===== src/rtl/alu_exec_unit_if.sv =====
// rtl/alu_exec_unit_if.sv - operation request and result bus bundle for alu_exec_unit
//
// Purpose: carries one operation request (start/opcode/srcA/srcB) into the unit
// and the registered result, flags and strobes back to the requester and bus buffer.
// Ports (signals):
//   start      1   operation request, sampled by the unit only while idle
//   opcode     4   operation select
//   srcA       16  operand A
//   srcB       16  operand B / signed shift count in [4:0]
//   aluResult  16  registered result driven toward the bus buffer
//   busEnable  1   one-cycle bus drive strobe
//   done       1   one-cycle completion pulse
//   busy       1   unit is not idle
//   flags      5   {C, L, F, Z, N}
// modport master: requester side; modport slave: the execution unit.
interface alu_exec_unit_if;
    logic        start;
    logic [3:0]  opcode;
    logic [15:0] srcA;
    logic [15:0] srcB;
    logic [15:0] aluResult;
    logic        busEnable;
    logic        done;
    logic        busy;
    logic [4:0]  flags;

    modport master (
        output start, opcode, srcA, srcB,
        input  aluResult, busEnable, done, busy, flags
    );

    modport slave (
        input  start, opcode, srcA, srcB,
        output aluResult, busEnable, done, busy, flags
    );
endinterface


===== src/rtl/alu_exec_unit.sv =====
// rtl/alu_exec_unit.sv - sequential 16-bit execution unit with iterative shift and multiply
//
// Purpose: accepts one operation per start in IDLE, computes single-cycle ops on
// the accepting edge, iterates LSH one bit per cycle and MUL one multiplier bit
// per cycle, and presents result/flags in a one-cycle DRIVE state.
// Ports:
//   clk    in   clock, rising edge
//   reset  in   synchronous active-high reset
//   bus    slave modport of alu_exec_unit_if (request in, result/flags/strobes out)
module alu_exec_unit (
    input  logic           clk,
    input  logic           reset,
    alu_exec_unit_if.slave bus
);
    localparam logic [3:0] OP_ADD = 4'd0;
    localparam logic [3:0] OP_SUB = 4'd1;
    localparam logic [3:0] OP_AND = 4'd2;
    localparam logic [3:0] OP_OR  = 4'd3;
    localparam logic [3:0] OP_XOR = 4'd4;
    localparam logic [3:0] OP_CMP = 4'd5;
    localparam logic [3:0] OP_MOV = 4'd6;
    localparam logic [3:0] OP_LSH = 4'd7;
    localparam logic [3:0] OP_MUL = 4'd8;

    typedef enum logic [1:0] {S_IDLE, S_SHIFT, S_MUL, S_DRIVE} state_t;

    state_t      state_q, state_d;
    logic [15:0] a_q, a_d;          // operand A; multiplicand (shifted left) during MUL
    logic [15:0] b_q, b_d;          // operand B; multiplier (shifted right) during MUL
    logic [15:0] acc_q, acc_d;      // shift register / product accumulator
    logic [4:0]  cnt_q, cnt_d;      // remaining iterations (up to 16)
    logic [15:0] result_q, result_d;
    logic [4:0]  flags_q, flags_d;  // {C, L, F, Z, N}
    logic        bus_en_q, bus_en_d;
    logic        done_q, done_d;

    // Single-cycle arithmetic on the live operands, used on the accepting edge.
    logic [16:0] add_full;
    logic [15:0] sub_res;
    logic        add_ovf, sub_ovf, lt_u, lt_s, eq;
    logic [4:0]  shift_k;
    logic [15:0] shift_step, mul_sum;

    assign add_full = {1'b0, bus.srcA} + {1'b0, bus.srcB};
    assign sub_res  = bus.srcA - bus.srcB;
    assign add_ovf  = (bus.srcA[15] == bus.srcB[15]) && (add_full[15] != bus.srcA[15]);
    assign sub_ovf  = (bus.srcA[15] != bus.srcB[15]) && (sub_res[15] != bus.srcA[15]);
    assign lt_u     = bus.srcA < bus.srcB;
    assign lt_s     = $signed(bus.srcA) < $signed(bus.srcB);
    assign eq       = bus.srcA == bus.srcB;
    // Magnitude of the signed 5-bit count; -16 negates to 5'b10000 = 16.
    assign shift_k  = bus.srcB[4] ? (5'd0 - bus.srcB[4:0]) : bus.srcB[4:0];

    // b_q[4] keeps the sign of the captured count: set means shift right.
    assign shift_step = b_q[4] ? {1'b0, acc_q[15:1]} : {acc_q[14:0], 1'b0};
    assign mul_sum    = b_q[0] ? (acc_q + a_q) : acc_q;

    function automatic logic [4:0] set_zn(input logic [4:0] f, input logic [15:0] r);
        set_zn = {f[4:2], (r == 16'd0), r[15]};
    endfunction

    always_comb begin
        state_d  = state_q;
        a_d      = a_q;
        b_d      = b_q;
        acc_d    = acc_q;
        cnt_d    = cnt_q;
        result_d = result_q;
        flags_d  = flags_q;
        bus_en_d = 1'b0;
        done_d   = 1'b0;
        case (state_q)
            S_IDLE: begin
                if (bus.start) begin
                    a_d     = bus.srcA;
                    b_d     = bus.srcB;
                    state_d = S_DRIVE;
                    done_d  = 1'b1;
                    case (bus.opcode)
                        OP_ADD: begin
                            result_d = add_full[15:0];
                            flags_d  = {add_full[16], flags_q[3], add_ovf,
                                        (add_full[15:0] == 16'd0), add_full[15]};
                            bus_en_d = 1'b1;
                        end
                        OP_SUB: begin
                            result_d = sub_res;
                            flags_d  = {lt_u, flags_q[3], sub_ovf, (sub_res == 16'd0), sub_res[15]};
                            bus_en_d = 1'b1;
                        end
                        OP_AND: begin
                            result_d = bus.srcA & bus.srcB;
                            flags_d  = set_zn(flags_q, bus.srcA & bus.srcB);
                            bus_en_d = 1'b1;
                        end
                        OP_OR: begin
                            result_d = bus.srcA | bus.srcB;
                            flags_d  = set_zn(flags_q, bus.srcA | bus.srcB);
                            bus_en_d = 1'b1;
                        end
                        OP_XOR: begin
                            result_d = bus.srcA ^ bus.srcB;
                            flags_d  = set_zn(flags_q, bus.srcA ^ bus.srcB);
                            bus_en_d = 1'b1;
                        end
                        OP_CMP: begin
                            flags_d = {flags_q[4], lt_u, flags_q[2], eq, lt_s};
                        end
                        OP_MOV: begin
                            result_d = bus.srcB;
                            flags_d  = set_zn(flags_q, bus.srcB);
                            bus_en_d = 1'b1;
                        end
                        OP_LSH: begin
                            if (shift_k == 5'd0) begin
                                result_d = bus.srcA;
                                flags_d  = set_zn(flags_q, bus.srcA);
                                bus_en_d = 1'b1;
                            end else begin
                                acc_d   = bus.srcA;
                                cnt_d   = shift_k;
                                state_d = S_SHIFT;
                                done_d  = 1'b0;
                            end
                        end
                        OP_MUL: begin
                            acc_d   = 16'd0;
                            cnt_d   = 5'd16;
                            state_d = S_MUL;
                            done_d  = 1'b0;
                        end
                        default: ;  // NOP: done only, nothing else changes
                    endcase
                end
            end
            S_SHIFT: begin
                acc_d = shift_step;
                cnt_d = cnt_q - 5'd1;
                if (cnt_q == 5'd1) begin
                    result_d = shift_step;
                    flags_d  = set_zn(flags_q, shift_step);
                    bus_en_d = 1'b1;
                    done_d   = 1'b1;
                    state_d  = S_DRIVE;
                end
            end
            S_MUL: begin
                acc_d = mul_sum;
                a_d   = {a_q[14:0], 1'b0};
                b_d   = {1'b0, b_q[15:1]};
                cnt_d = cnt_q - 5'd1;
                if (cnt_q == 5'd1) begin
                    result_d = mul_sum;
                    flags_d  = set_zn(flags_q, mul_sum);
                    bus_en_d = 1'b1;
                    done_d   = 1'b1;
                    state_d  = S_DRIVE;
                end
            end
            S_DRIVE: state_d = S_IDLE;
            default: state_d = S_IDLE;
        endcase
    end

    always_ff @(posedge clk) begin
        if (reset) begin
            state_q  <= S_IDLE;
            a_q      <= '0;
            b_q      <= '0;
            acc_q    <= '0;
            cnt_q    <= '0;
            result_q <= '0;
            flags_q  <= '0;
            bus_en_q <= 1'b0;
            done_q   <= 1'b0;
        end else begin
            state_q  <= state_d;
            a_q      <= a_d;
            b_q      <= b_d;
            acc_q    <= acc_d;
            cnt_q    <= cnt_d;
            result_q <= result_d;
            flags_q  <= flags_d;
            bus_en_q <= bus_en_d;
            done_q   <= done_d;
        end
    end

    assign bus.aluResult = result_q;
    assign bus.busEnable = bus_en_q;
    assign bus.done      = done_q;
    assign bus.busy      = (state_q != S_IDLE);
    assign bus.flags     = flags_q;
endmodule


===== src/flat_wrapper.sv =====
// flat-port wrapper written by rule: the top's interface ports become plain ports
module alu_exec_unit_flat 
  (clk, reset, bus_start, bus_opcode, bus_srcA, bus_srcB, bus_aluResult, bus_busEnable, bus_done, bus_busy, bus_flags);
  alu_exec_unit_if bus_i ();
  input  logic clk;
  input  logic reset;
  input wire logic [$bits(bus_i.start)-1:0] bus_start;
  input wire logic [$bits(bus_i.opcode)-1:0] bus_opcode;
  input wire logic [$bits(bus_i.srcA)-1:0] bus_srcA;
  input wire logic [$bits(bus_i.srcB)-1:0] bus_srcB;
  output wire logic [$bits(bus_i.aluResult)-1:0] bus_aluResult;
  output wire logic [$bits(bus_i.busEnable)-1:0] bus_busEnable;
  output wire logic [$bits(bus_i.done)-1:0] bus_done;
  output wire logic [$bits(bus_i.busy)-1:0] bus_busy;
  output wire logic [$bits(bus_i.flags)-1:0] bus_flags;
  assign bus_i.start = bus_start;
  assign bus_i.opcode = bus_opcode;
  assign bus_i.srcA = bus_srcA;
  assign bus_i.srcB = bus_srcB;
  assign bus_aluResult = bus_i.aluResult;
  assign bus_busEnable = bus_i.busEnable;
  assign bus_done = bus_i.done;
  assign bus_busy = bus_i.busy;
  assign bus_flags = bus_i.flags;
  alu_exec_unit u_core (.clk(clk), .reset(reset), .bus(bus_i));
endmodule

===== config.mk =====
export PLATFORM = sky130hd
export DESIGN_NAME = alu_exec_unit_flat
export DESIGN_NICKNAME = d
export VERILOG_FILES = /design/src/rtl/alu_exec_unit_if.sv /design/src/rtl/alu_exec_unit.sv /design/src/flat_wrapper.sv
export SDC_FILE = /design/constraint.sdc
export NUM_CORES = 1
export LEC_CHECK = 0
export BUFFER_PORTS_ARGS = -buffer_cell sky130_fd_sc_hd__buf_2
export CORE_MARGIN = 2
export CORE_UTILIZATION = 40
export CTS_BUF_LIST = sky130_fd_sc_hd__clkbuf_8 sky130_fd_sc_hd__clkbuf_16
export CTS_CLUSTER_SIZE = 40
export DETAILED_ROUTE_END_ITERATION = 7
export GPL_TIMING_DRIVEN = 0
export REMOVE_ABC_BUFFERS = 1
export SLEW_MARGIN = 20
export SYNTH_ARGS = -nofsm -noshare
export SYNTH_HDL_FRONTEND = slang
export SYNTH_SLANG_ARGS = --single-unit

===== constraint.sdc =====
create_clock -name clk -period 4.1 [get_ports clk]
set_clock_uncertainty 0.15 [all_clocks]
set_input_delay 0.615 -clock clk [delete_from_list [all_inputs] [get_ports clk]]
set_output_delay 0.615 -clock clk [all_outputs]
set_load 0.05 [all_outputs]

==> flow_summary.ini <==
[detailed_routing]
drt_iter0_drc = 729
wire_per_inst_um = 21.0
vias_per_cell = 6.17
drc = 0
dr.pass1.iters = 5
drt-total-wl_um = 27700
ant_nets = 0
via_count = 8116

[placed_design]
gp_congestion = 0.926
dp.cells = 1300
dp_hpwl_um = 21000
place.port_buffers = 62
place_area_um2 = 8440

[synthesis]
synth_top_family_by_area = compound AO/OA/AOI/OAI gates
synth_edf_count = 0
synthTopCellsByArea = dfxtp_1, ha_1, nor2_1
synth-simple-area-share = 0.196
yosys_register_bits = 78
synth_top_area_frac = 0.197
synth_compound_area_frac = 0.296
avgSynthCellArea_um2 = 7.67
ys_types = 82
synth_xor_area_frac = 0.0464
ys_async_sr_fraction = 0
syn_inst = 1033
synthMuxAreaShare = 0.0818
syn_area_um2 = 7930
yosysSeqAreaShare = 0.197
ys_dominant_reg_cell = dfxtp_1
ys_warn_count = 0
yosys.area_share.adder = 0.120
yosys.area.top_type = dfxtp_1

[min_path]
hp-class = flop to flop

[setup_path]
worstPathRequired_ns = 4.22
reg2reg_from = u_core.acc_q[0]
critical_path_class = input port to flop
path_depth = 11
critPathMaxFanout = 10
crit_end = u_core.bus.aluResult[15]
reg2reg_slack_ns = 0.70
crit_path_end_kind = flop
r2r-end = u_core.bus.aluResult[14]
cpMaxStageDelayCell = o221ai_1
critPathArrivalTime_ns = 3.98
critPathLaunch = bus_srcB[2]
crit_buf_inv = 2
reg2reg_depth = 10
worstSetupStartpointType = input port
cp_top_family = compound AO/OA/AOI/OAI gates
slowest_delay_ns = 0.55
crit_chain = buf_2 > inv_1 > ha_1 > and3_1 > a221o_1 > o221ai_1 > o21ai_1 > a31o_2 > xnor2_1 > or3_1 > a311oi_1

[cts]
clock_latency_ns = 0.35
path_clk_slew_ns = 0.07
cts_root_buf = clkbuf_16
cts_max_path_buffers = 2
cts_buffers = 9
clkSinkCount = 78
htree_levels = 3
cts_tree = yes

[floorplan]
num_rows = 51
die_x_um = 145
core_um2 = 19500
initial_core_util = 0.407
ios = 63
die_y_um = 145
dieArea_um2 = 21000

[grt]
grt_max_degree = 40
grt_pass1_wl_um = 43200
track_usage = 0.268
overflow = 0
first_global_vias = 7542
antenna_found_initial = 0

[sta]
setup_tns_ns = 0
fin_crit_sh = 0.943
rsz0062_at_grt = no
finalHoldViolations = 0
drv_slew = 0
max_slew_margin = 0.333
tightest_slew_ns = 0.999
fmax_mhz = 259
setup_viol = 0
fin_crit_ns = 3.87

[finish]
final_cells = 1316
antennaDiodeCount = 0
nets = 1159
final_core_util = 0.451
finish.instance_area_um2 = 8770
drive_gt1_frac = 0.132
area_delta_synth_final_pct = 10.6
fillers = 1991
regArea_um2 = 1560
multi_input_area_um2 = 5910

[power_and_ir_drop]
p_total_mw = 5.35
vdd_drop_max_v = 0.000246
p_leak_nw = 3.51
power_density_nw_per_um2 = 610

[flow_run]
maxCapViolCount = 0

[run_status]
status = completed
[how the worst min path moves through the flow]
stage,start,to,cells after the start
floorplan,u_core.cnt_q[0],u_core.cnt_q[0],2
global placement,u_core.bus.aluResult[7],u_core.bus.aluResult[7],2
detailed placement,u_core.bus.aluResult[7],u_core.bus.aluResult[7],2
CTS,u_core.bus.aluResult[7],u_core.bus.aluResult[7],2
global route,u_core.bus.aluResult[7],u_core.bus.aluResult[7],2
finish,u_core.bus.aluResult[7],u_core.bus.aluResult[7],2
[cells by family (layout without fill, tap and decap cells)]
logic type / after synthesis / count (layout)
multiplexers: 62 / 62
flip-flops: 78 / 78
XOR/XNOR: 42 / 42
buffers and inverters: 125 / 143
AO/OA/AOI/OAI: 332 / 332
adder cells (fa/ha/maj): 74 / 74
AND/OR/NAND/NOR: 320 / 320
[layout make-up]
type                            instances  area share
Timing Repair Buffer                   71      0.0488
Tap cell                              265      0.0378
Inverter                               56      0.0240
Clock buffer                            9      0.0257
Sequential cell                        78       0.178
Multi-Input combinational cell        830       0.675
Clock inverter                          7      0.0111
[worst reg2reg max path: stages (launching register included)]
cell,delay (ns)
dfxtp_1,0.37
ha_1,0.27
fa_1,0.44
a211oi_1,0.37
o21ai_1,0.20
a41oi_1,0.42
nor2_1,0.10
mux2i_1,0.13
o31ai_1,0.38
a21oi_1,0.16
o31a_1,0.31
[per-layer routing]
metal | share of wire | track usage
met2 | 0.47 | 0.438
met4 | 0.023 | 0.0726
met1 | 0.44 | 0.361
met3 | 0.066 | 0.0503
met5 | 0 | 0
[registers in the layout, indices dropped and copies added (netlist names)]
name                  cells
u_core.a_q               16
u_core.state_q            2
u_core.acc_q             16
u_core.cnt_q              5
u_core.bus.flags          5
u_core.bus.aluResult     16
u_core.bus.busEnable      1
u_core.bus.done           1
u_core.b_q               16
[synthesized netlist by cell type (4+ instances only)]
master / instances
nor2_1: 120
a21oi_1: 80
dfxtp_1: 78
ha_1: 71
a211oi_1: 57
clkbuf_1: 57
inv_1: 56
nand2_1: 56
o21ai_0: 42
mux2i_1: 40
xnor2_1: 35
nor3_1: 32
a221oi_1: 24
nand3_1: 23
mux2_2: 21
nor4_1: 20
a22oi_1: 15
a21o_1: 13
nand4_1: 13
a31oi_1: 10
o21bai_1: 10
and3_1: 8
nor2b_1: 8
o21ai_1: 8
o31ai_1: 7
xor2_1: 7
a2111oi_0: 6
buf_2: 6
nand2b_1: 6
or3_1: 6
o211ai_1: 5
or4_1: 5
o221ai_1: 4
o311ai_0: 4
[cells in the final DEF (no fill, tap or decap), drive strengths merged, types with 6 or more instances in the layout]
cell,instances
nor2,120
a21o,13
ha,71
nand3,23
inv,57
a21oi,82
nor4,20
a31oi,10
and3,8
nand4,13
a211oi,57
nor2b,8
a2111oi,7
clkbuf,9
o21bai,11
dfxtp,78
mux2i,40
nand2,56
o21ai,51
buf,71
nand2b,6
nor3,32
xor2,7
or3,8
xnor2,35
a221oi,24
a22oi,15
o31ai,9
mux2,22
[where the power goes]
group | switching (mW) | internal [mW]
combinational | 1.98 | 1.16
clock | 0.364 | 0.537
sequential | 0.298 | 1.01
[metrics by stage]
stage	setup WS (ns)	hold WS (ns)
2_1_floorplan	-0.249	0.316
3_3_place_gp	-2.15	0.289
3_5_place_dp	-0.159	0.297
4_1_cts	0.195	0.306
5_1_grt	0.119	0.323
6_report	0.232	0.302
[timing repair]
action                     in CTS  in global routing
setup endpoints to repair       0                  1
buffers inserted                0                  0
hold buffers                    0                  0
resized for setup               0                  1
Power figures use the tool's default switching activity.
